### config.mk
export PLATFORM = sky130hd
export DESIGN_NAME = alu_mul_seq_flat
export DESIGN_NICKNAME = d
export VERILOG_FILES = /design/src/rtl/alu_mul_seq_pkg.sv /design/src/rtl/alu_mul_seq_if.sv /design/src/rtl/alu.sv /design/src/rtl/alu_mul_seq.sv /design/src/flat_wrapper.sv
export SDC_FILE = /design/constraint.sdc
export NUM_CORES = 1
export LEC_CHECK = 0
export ABC_CLOCK_PERIOD_IN_PS = 3030
export BUFFER_PORTS_ARGS = -buffer_cell sky130_fd_sc_hd__buf_2
export CAP_MARGIN = 20
export CORE_MARGIN = 5
export CORE_UTILIZATION = 35
export CTS_BUF_LIST = sky130_fd_sc_hd__clkbuf_8
export CTS_CLUSTER_SIZE = 40
export DETAILED_ROUTE_END_ITERATION = 8
export GPL_ROUTABILITY_DRIVEN = 0
export PLACE_DENSITY = 0.59
export SLEW_MARGIN = 30
export SYNTH_ARGS = -nofsm -noshare
export SYNTH_HDL_FRONTEND = slang
export SYNTH_SLANG_ARGS = --single-unit
### constraint.sdc
create_clock -name clk -period 3.03 [get_ports clk]
set_input_delay 0.1515 -clock clk [delete_from_list [all_inputs] [get_ports clk]]
set_output_delay 0.1515 -clock clk [all_outputs]
set_load 0.1 [all_outputs]
### src/rtl/alu_mul_seq_pkg.sv
`default_nettype none
// +----------------------------------------------------------------------------+
// | Module   : alu_mul_seq_pkg                                                  |
// | Purpose  : Shared types and constants for the sequential multiplier:       |
// |            sequencer state encoding and Hack ALU control words.            |
// | Ports    : none (package)                                                  |
// | Revision : 1.0 - initial release                                           |
// +----------------------------------------------------------------------------+
package alu_mul_seq_pkg;

  typedef enum logic [1:0] {
    ST_IDLE = 2'd0,
    ST_ADD  = 2'd1,
    ST_DBL  = 2'd2,
    ST_DONE = 2'd3
  } state_e;

  // Control word bit order: {zx, nx, zy, ny, f, no}
  localparam logic [5:0] c_ALU_ZERO     = 6'b101010;
  localparam logic [5:0] c_ALU_X_PLUS_Y = 6'b000010;

endpackage
`default_nettype wire

### src/rtl/alu_mul_seq_if.sv
`default_nettype none
// +----------------------------------------------------------------------------+
// | Module   : alu_mul_seq_if                                                   |
// | Purpose  : Request/result bundle for the sequential multiplier.            |
// | Ports    : start, a[15:0], b[15:0]          (requester -> multiplier)      |
// |            busy, done, product[15:0], zr, ng (multiplier -> requester)     |
// | Revision : 1.0 - initial release                                           |
// +----------------------------------------------------------------------------+
interface alu_mul_seq_if;
  logic        start;
  logic [15:0] a;
  logic [15:0] b;
  logic        busy;
  logic        done;
  logic [15:0] product;
  logic        zr;
  logic        ng;

  modport master (
    output start, a, b,
    input  busy, done, product, zr, ng
  );

  modport slave (
    input  start, a, b,
    output busy, done, product, zr, ng
  );
endinterface
`default_nettype wire

### src/rtl/alu.sv
`default_nettype none
// +----------------------------------------------------------------------------+
// | Module   : alu                                                              |
// | Purpose  : Hack platform 16-bit ALU (combinational).                       |
// | Ports    : x, y [15:0]            operands                                 |
// |            zx,nx,zy,ny,f,no       control bits                             |
// |            out [15:0]             result                                   |
// |            zr, ng                 out==0, out[15]                          |
// | Revision : 1.0 - initial release                                           |
// +----------------------------------------------------------------------------+
module alu (
  input  logic [15:0] x,
  input  logic [15:0] y,
  input  logic        zx,
  input  logic        nx,
  input  logic        zy,
  input  logic        ny,
  input  logic        f,
  input  logic        no,
  output logic [15:0] out,
  output logic        zr,
  output logic        ng
);

  logic [15:0] w_x0;
  logic [15:0] w_x1;
  logic [15:0] w_y0;
  logic [15:0] w_y1;
  logic [15:0] w_f;

  assign w_x0 = zx ? 16'h0000 : x;
  assign w_x1 = nx ? ~w_x0 : w_x0;
  assign w_y0 = zy ? 16'h0000 : y;
  assign w_y1 = ny ? ~w_y0 : w_y0;
  assign w_f  = f ? (w_x1 + w_y1) : (w_x1 & w_y1);
  assign out  = no ? ~w_f : w_f;
  assign zr   = (out == 16'h0000);
  assign ng   = out[15];

endmodule
`default_nettype wire

### src/rtl/alu_mul_seq.sv
`default_nettype none
// +----------------------------------------------------------------------------+
// | Module   : alu_mul_seq                                                      |
// | Purpose  : Shift-and-add 16x16 multiplier (low 16 product bits) built on a |
// |            single Hack ALU, alternating accumulate (ADD) and doubling      |
// |            (DBL) steps, multiplier consumed LSB first.                     |
// | Ports    : clk    rising-edge clock                                        |
// |            rst_n  asynchronous active-low reset                            |
// |            bus    alu_mul_seq_if.slave (start/a/b in,                      |
// |                   busy/done/product/zr/ng out)                             |
// | Revision : 1.0 - initial release                                           |
// +----------------------------------------------------------------------------+
module alu_mul_seq
  import alu_mul_seq_pkg::*;
#(
  parameter int NUM_BITS   = 16,
  parameter bit EARLY_EXIT = 1'b0
) (
  input  logic          clk,
  input  logic          rst_n,
  alu_mul_seq_if.slave  bus
);

  localparam logic [4:0] c_LAST_CNT = 5'(NUM_BITS);

  state_e      state_q,  state_d;
  logic [15:0] mcand_q,  mcand_d;
  logic [15:0] mplier_q, mplier_d;
  logic [15:0] acc_q,    acc_d;
  logic [4:0]  cnt_q,    cnt_d;
  logic [15:0] result_q, result_d;

  logic [15:0] w_alu_x;
  logic [15:0] w_alu_y;
  logic [5:0]  w_alu_ctrl;
  logic [15:0] w_alu_out;
  logic        w_last;

  // Last DBL step: bit budget exhausted, or (optionally) nothing left to add.
  assign w_last = ((cnt_q + 5'd1) == c_LAST_CNT) ||
                  (EARLY_EXIT && (mplier_q[15:1] == 15'd0));

  always_ff @(posedge clk or negedge rst_n) begin
    if (!rst_n) begin
      state_q  <= ST_IDLE;
      mcand_q  <= 16'h0000;
      mplier_q <= 16'h0000;
      acc_q    <= 16'h0000;
      cnt_q    <= 5'd0;
      result_q <= 16'h0000;
    end else begin
      state_q  <= state_d;
      mcand_q  <= mcand_d;
      mplier_q <= mplier_d;
      acc_q    <= acc_d;
      cnt_q    <= cnt_d;
      result_q <= result_d;
    end
  end

  always_comb begin
    state_d    = state_q;
    mcand_d    = mcand_q;
    mplier_d   = mplier_q;
    acc_d      = acc_q;
    cnt_d      = cnt_q;
    result_d   = result_q;
    w_alu_x    = 16'h0000;
    w_alu_y    = 16'h0000;
    w_alu_ctrl = c_ALU_ZERO;

    case (state_q)
      ST_IDLE: begin
        if (bus.start) begin
          mcand_d  = bus.a;
          mplier_d = bus.b;
          acc_d    = 16'h0000;
          cnt_d    = 5'd0;
          state_d  = ST_ADD;
        end
      end
      ST_ADD: begin
        // zy masks the multiplicand when the current multiplier bit is 0,
        // so the step degenerates to acc + 0 without a separate mux.
        w_alu_x    = acc_q;
        w_alu_y    = mcand_q;
        w_alu_ctrl = {1'b0, 1'b0, ~mplier_q[0], 1'b0, 1'b1, 1'b0};
        acc_d      = w_alu_out;
        state_d    = ST_DBL;
      end
      ST_DBL: begin
        // mcand + mcand == mcand << 1; bit 15 falls off the 16-bit adder.
        w_alu_x    = mcand_q;
        w_alu_y    = mcand_q;
        w_alu_ctrl = c_ALU_X_PLUS_Y;
        mcand_d    = w_alu_out;
        mplier_d   = mplier_q >> 1;
        cnt_d      = cnt_q + 5'd1;
        if (w_last) begin
          result_d = acc_q;
          state_d  = ST_DONE;
        end else begin
          state_d  = ST_ADD;
        end
      end
      ST_DONE: begin
        state_d = ST_IDLE;
      end
      default: begin
        state_d = ST_IDLE;
      end
    endcase
  end

  alu u_alu (
    .x   (w_alu_x),
    .y   (w_alu_y),
    .zx  (w_alu_ctrl[5]),
    .nx  (w_alu_ctrl[4]),
    .zy  (w_alu_ctrl[3]),
    .ny  (w_alu_ctrl[2]),
    .f   (w_alu_ctrl[1]),
    .no  (w_alu_ctrl[0]),
    .out (w_alu_out),
    .zr  (),
    .ng  ()
  );

  assign bus.busy    = (state_q != ST_IDLE);
  assign bus.done    = (state_q == ST_DONE);
  assign bus.product = result_q;
  assign bus.zr      = ~|result_q;
  assign bus.ng      = result_q[15];

endmodule
`default_nettype wire
### src/flat_wrapper.sv
// flat-port wrapper written by rule: the top's interface ports become plain ports
module alu_mul_seq_flat import alu_mul_seq_pkg::*;
#(
  parameter int NUM_BITS   = 16,
  parameter bit EARLY_EXIT = 1'b0
)
  (clk, rst_n, bus_start, bus_a, bus_b, bus_busy, bus_done, bus_product, bus_zr, bus_ng);
  alu_mul_seq_if bus_i ();
  input  logic clk;
  input  logic rst_n;
  input wire logic [$bits(bus_i.start)-1:0] bus_start;
  input wire logic [$bits(bus_i.a)-1:0] bus_a;
  input wire logic [$bits(bus_i.b)-1:0] bus_b;
  output wire logic [$bits(bus_i.busy)-1:0] bus_busy;
  output wire logic [$bits(bus_i.done)-1:0] bus_done;
  output wire logic [$bits(bus_i.product)-1:0] bus_product;
  output wire logic [$bits(bus_i.zr)-1:0] bus_zr;
  output wire logic [$bits(bus_i.ng)-1:0] bus_ng;
  assign bus_i.start = bus_start;
  assign bus_i.a = bus_a;
  assign bus_i.b = bus_b;
  assign bus_busy = bus_i.busy;
  assign bus_done = bus_i.done;
  assign bus_product = bus_i.product;
  assign bus_zr = bus_i.zr;
  assign bus_ng = bus_i.ng;
  alu_mul_seq #(.NUM_BITS(NUM_BITS), .EARLY_EXIT(EARLY_EXIT)) u_core (.clk(clk), .rst_n(rst_n), .bus(bus_i));
endmodule
# Word level (Yosys, flattened, before mapping)
# Cells that the tools add are included.
op_classes:
  n_mux: 20
  addsub: 2
  bitwise: 5
  reduce_logical: 10
  n_eq_ne: 5
ops:
  columns: ["op", "count"]
  rows:
  - ["2-to-1 mux 16 bit", 10]
  - ["case mux 16 bit (2 select lines)", 4]
  - ["NOT 16 bit", 3]
  - ["adder 16 bit", 1]
  - ["bitwise AND 16 bit", 1]
  - ["OR reduction 16 bit", 1]
  - ["case mux 6 bit (2 select lines)", 1]
  - ["case mux 5 bit (2 select lines)", 1]
  - ["case mux 2 bit (4 select lines)", 1]
  - ["AND reduction 2 bit", 3]
  - ["nonzero test 2 bit", 3]
  - ["adder 5 x 1 -> 5 bit, second input constant", 1]
  - ["== test 5 bit, second input constant", 1]
  - ["2-to-1 mux 5 bit", 1]
  - ["== test 2 bit, second input constant", 2]
  - ["2-to-1 mux 2 bit", 2]
  - ["== test 2 x 1 -> 1 bit, second input constant", 1]
  - ["zero test 2 bit", 1]
  - ["inequality test 2 bit, second input constant", 1]
  - ["OR reduction 2 bit", 1]
  - ["zero test 1 bit", 1]
  - ["NOT 1 bit", 1]
word_totals:
  input_bits: 35
  output_inout_bits: 20
  regBits: 71
  word_cells: 48

# Longest topological paths before layout
depth:
  depth_word: 11
  depth_mapped: 15
  depth_no_buf: 13

# Modules after synthesis
# A second synthesis with hierarchy kept.
unflattened:
  hier_cells: 575
  area_unflattened_um2: 5380.2
modules_own_cells:
  columns: ["mod", "seq_area_each_um2", "area_each_um2", "cells_per_inst", "instances"]
  rows:
  - ["alu_mul_seq", 1776.7, 3473.3, 308, 1]
  - ["alu", 0.0, 1906.8, 267, 1]

# Worst setup path before layout
# OpenSTA, ideal clock, no wires.
synth_timing:
  path_kind: "flip-flop to flip-flop"
  start: "register u_core.state_q[1]"
  end: "register u_core.mcand_q[14]"
  setup_ns: 0.099
  path_buffers: 2
  arrival_time_ns: 3.122
  t_required_ns: 2.931
  synth_period_minus_slack_ns: 3.222
  path_stages_with_launch: 16
  slack_ns: -0.192
  path_cell_list: "dfrtp_1 -> inv_1 -> ha_1 -> clkbuf_1 -> mux2i_1 -> nor2b_1 -> clkbuf_1 -> and2_1 -> ha_1 -> fa_1 -> a21oi_1 -> o211ai_1 -> nand2_1 -> o221ai_2 -> and3_1 -> a311oi_1"
synth_between:
  elab_chain_len: 11
  word_cells_on_any_way: 22
  cone_classes: "add/sub: 1; eq/ne: 3; mux: 10; bitwise: 4; reduce/logical: 4"
synth_lines:
  columns: ["element", "line_no", "rtl"]
  rows:
  - ["from (decl)", "alu_mul_seq.sv:26", "state_e state_q, state_d;"]
  - ["from (signal assigned)", "alu_mul_seq.sv:52", "state_q <= state_d;"]
  - ["== test 2 x 1 -> 1 bit / == test 2 bit (equally long branches)", "alu_mul_seq.sv:72", "case (state_q)"]
  - ["OR reduction 2 bit (no source line)", null, null]
  - ["2-to-1 mux 16 bit", "alu_mul_seq.sv:72", null]
  - ["2-to-1 mux 16 bit", "alu.sv:33", "assign w_y0 = zy ? 16'h0000 : y;"]
  - ["NOT 16 bit", "alu.sv:34", "assign w_y1 = ny ? ~w_y0 : w_y0;"]
  - ["2-to-1 mux 16 bit", "alu.sv:34", null]
  - ["adder 16 bit / bitwise AND 16 bit (equally long branches)", "alu.sv:35", "assign w_f = f ? (w_x1 + w_y1) : (w_x1 & w_y1);"]
  - ["2-to-1 mux 16 bit", "alu.sv:35", null]
  - ["NOT 16 bit", "alu.sv:36", "assign out = no ? ~w_f : w_f;"]
  - ["2-to-1 mux 16 bit", "alu.sv:36", null]
  - ["case mux 16 bit (2 select lines)", "alu_mul_seq.sv:72", null]
  - ["to (signal assigned)", "alu_mul_seq.sv:53", "mcand_q <= mcand_d;"]
  - ["to (decl)", "alu_mul_seq.sv:27", "logic [15:0] mcand_q, mcand_d;"]
# Several ways; a longest one is shown, not always the timed one.
# A chain may end at the register's enable or synchronous reset.

# Final worst setup path
layout_timing:
  start: "register u_core.state_q[0]"
  end: "register u_core.acc_q[13]"
layout_between:
  elab_chain_len: 11
  word_cells_on_any_way: 22
  cone_classes: "add/sub: 1; eq/ne: 3; mux: 10; bitwise: 4; reduce/logical: 4"
layout_lines:
  columns: ["element", "line_no", "rtl"]
  rows:
  - ["== test 2 x 1 -> 1 bit / == test 2 bit (equally long branches)", "alu_mul_seq.sv:72", null]
  - ["OR reduction 2 bit (no source line)", null, null]
  - ["2-to-1 mux 16 bit", "alu_mul_seq.sv:72", null]
  - ["2-to-1 mux 16 bit", "alu.sv:33", null]
  - ["NOT 16 bit", "alu.sv:34", null]
  - ["2-to-1 mux 16 bit", "alu.sv:34", null]
  - ["adder 16 bit / bitwise AND 16 bit (equally long branches)", "alu.sv:35", null]
  - ["2-to-1 mux 16 bit", "alu.sv:35", null]
  - ["NOT 16 bit", "alu.sv:36", null]
  - ["2-to-1 mux 16 bit", "alu.sv:36", null]
  - ["case mux 16 bit (2 select lines)", "alu_mul_seq.sv:72", null]
  - ["to (signal assigned)", "alu_mul_seq.sv:48", "acc_q <= 16'h0000;"]
  - ["to (signal assigned)", "alu_mul_seq.sv:55", "acc_q <= acc_d;"]
  - ["to (decl)", "alu_mul_seq.sv:29", "logic [15:0] acc_q, acc_d;"]
# Several ways; a longest one is shown, not always the timed one.

==> results.toml <==
[timing]
min_period_ns = 2.97
worst_pin_slew_ns = 0.729
period_share_pct = 98.1
tns_ns = 0
setup_viol = 0
slew_viol_final = 0
timing.slew.headroom_pct = 51.3
rsz0062_at_grt = "true"
hold_viol = 0
skew_ns = 0.00953
fmax_ghz = 0.336

[logic_synthesis]
synth_ff_type = "dfrtp_1"
yosysTopAreaCell = "dfrtp_1"
yosys_register_bits = 71
ys_seq_area_share_pct = 41.7
synthTopCellsByCount = "dfrtp_1, nand2_1, o21ai_0, a21oi_1, a22o_1"
ys_types = 62
netlist.area_leader.share_pct = 41.7
synth_area_leaders = "dfrtp_1, ha_1, a22o_1, mux2i_1, o21ai_0"
ys_warn_count = 0
ys_async_sr_fraction_pct = 100
synth.most_common_cell = "dfrtp_1"
syn_nets = 486
synth_cells = 427
synth_edf_count = 0
synth_area_um2 = 4260
syn_avg_cell_area_um2 = 9.99

[grt]
grt_use_met3_pct = 3.88
grt_pass1_wl_um = 18200
grtUsageTotal_pct = 15.8
antenna_found_initial = 0
overflow = 0
use_met2_pct = 25.2
use_met1_pct = 21.3
grt_pass1_vias = 3582
grt-busiest-layer = "met2"
grt_max_degree = 44

[layout]
utilization_pct = 44.5
multi_input_area_um2 = 2490
drive_gt1_share_pct = 30.7
finalNetCount = 569
instances_no_fill = 662
final-seq-area_um2 = 1780
final_cell_area_um2 = 5320
n_antenna_cell = 0
syn_to_final_growth_pct = 24.8
n_fill_cell = 1131

[route]
routed_via_density = 5.42
dr.pass1.iters = 4
drt-initial-drc-count = 209
postRouteAntennaNets = 0
vias = 3585
detail_route.wl_per_cell_um = 17.0
routed_wl_um = 11200
drc = 0

[pwr]
power_density_nw_per_um2 = 866
p_seq_share_pct = 32.1
clkPwrFrac_pct = 18.6
p_int_mw = 2.69
power.net_switching_mw = 1.92
vdd_drop_max_v = 0.000413
pwr-share-comb_pct = 49.3
swShare_pct = 41.7
leakagePower_nw = 2.50
p_total_mw = 4.61

[floorplan]
io_pins = 55
die_h_um = 120
core_area_um2 = 12000
die_area_um2 = 14500
initial_core_util_pct = 35.6
die_x_um = 120
floorplan.rows = 40

[placement]
port_buffers = 54
placed_cells = 644
place_area_um2 = 4920
detailed_place_hpwl_um = 8370

[clock_tree]
cts-root-buf = "clkbuf_8"
cts_buffers = 9
clock_sinks = 71
cts_tree = "built"
clk_pin_slew_ns = 0.08
ctsLongestPathBuffers = 2
clkLatencyLatePin_ns = 0.36
htreeDepth = 3

[critical_path]
end_kind = "register"
start_kind = "register"
worstPathRequired_ns = 3.32
critPathKind = "reg -> reg"
worstPathArrival_ns = 3.26
worstPathMaxFanout = 6

[status]
status = "finished clean"

[min_path]
hold_path_class = "in -> reg"

[flow_run]
max_cap_viol_count = 0
==> logic make-up after synthesis <==
| group | count (synthesis) | synth area share [%] |
|---|---|---|
| flops | 71 | 41.7 |
| simple gates | 109 | 12.6 |
| mux | 35 | 8.69 |
| fa+ha+maj | 24 | 7.22 |
| compound gates | 141 | 23.2 |
| buf+inv | 33 | 3.76 |
| xor+xnor | 14 | 2.88 |
==> path summary, 6_finish.rpt <==
path	startpoint	endpoint	slack, ns	cells after the start
min in group asynchronous	rst_n	u_core.cnt_q[3]	0.37	2
worst max register to register	u_core.state_q[0]	u_core.acc_q[13]	0.06	11
worst max-delay path	u_core.state_q[0]	u_core.acc_q[13]	0.06	11
max in group asynchronous	rst_n	u_core.acc_q[8]	1.99	3
worst min register to register	u_core.mplier_q[2]	u_core.mplier_q[2]	0.48	2
worst min-delay path	bus_b[4]	u_core.mplier_q[4]	0.08	3
==> per-layer routing <==
layer	share of wire, %	vias up
met5	0	-
met4	1.0	0
met3	6.9	8
met2	46	84
met1	46	1760
li1	-	1733
==> cell type report <==
cell class                      count  area share, %
Multi-Input combinational cell    323           46.8
Clock buffer                       11           2.85
Sequential cell                    71           33.4
Tap cell                          147           3.46
Clock inverter                      5           1.36
Timing Repair Buffer               97           11.5
Inverter                            8          0.611
==> stage by stage <==
stage / setup slack, ns / hold WS (ns)
global route: -0.0611 / 0.0703
detailed placement: -0.0705 / 0.236
finish: 0.0566 / 0.0771
CTS: 0.000856 / 0.0687
floorplan: 0.00609 / -0.144
global placement: -0.00447 / 0.241
==> layout by cell type, fill, tap and decap left out, types with 3 or more instances in the layout <==
cell type / n
nor4_1: 4
nand3_1: 10
and2_1: 16
a21o_1: 4
nor2_1: 10
nand2_1: 47
ha_4: 5
buf_4: 40
and2_4: 3
mux2_2: 7
o21a_1: 3
a221o_1: 4
dfrtp_1: 70
mux2_1: 9
xor2_1: 8
o22ai_1: 8
a22o_1: 24
xnor2_1: 6
buf_2: 54
a21oi_1: 24
clkbuf_8: 11
mux2i_1: 18
a31oi_1: 3
ha_1: 17
a21oi_2: 5
o21ai_0: 35
inv_1: 7
o21ai_1: 4
o211ai_1: 3
==> worst max-delay path: stages, from the launching register on <==
cell and delay, ns:
dfrtp_1 0.41, inv_2 0.14, ha_4 0.23, and2_4 0.18, a22o_1 0.27, ha_1 0.35, a211oi_2 0.24, o31ai_2 0.11
a31o_4 0.29, and2_4 0.19, a311oi_4 0.31, a22o_1 0.18
==> power groups by stage <==
stage | clock network [mW] | registers [mW] | logic, mW
final | 0.856 | 1.48 | 2.27
after global routing | 0.923 | 1.52 | 2.49
after CTS | 0.876 | 1.47 | 2.14
after detailed placement | 0 | 1.49 | 2.09
after global placement | 0 | 1.48 | 2.04
after floorplan | 0 | 1.40 | 1.46
==> sequential cells by signal, indices dropped and copies added (netlist names) <==
signal and cells:
u_core.acc_q 16, u_core.bus.product 16, u_core.cnt_q 5, u_core.mcand_q 16
u_core.mplier_q 16, u_core.state_q 2
==> what timing repair did <==
action                                  4_1_cts  5_1_grt
buffers inserted                              0        2
hold buffers                                  1        0
gates resized for setup                      10       23
pin swaps                                     2       10
hold endpoints to repair                     28        0
endpoints found under the setup margin       11       16
(Power assumes the default switching activity.)
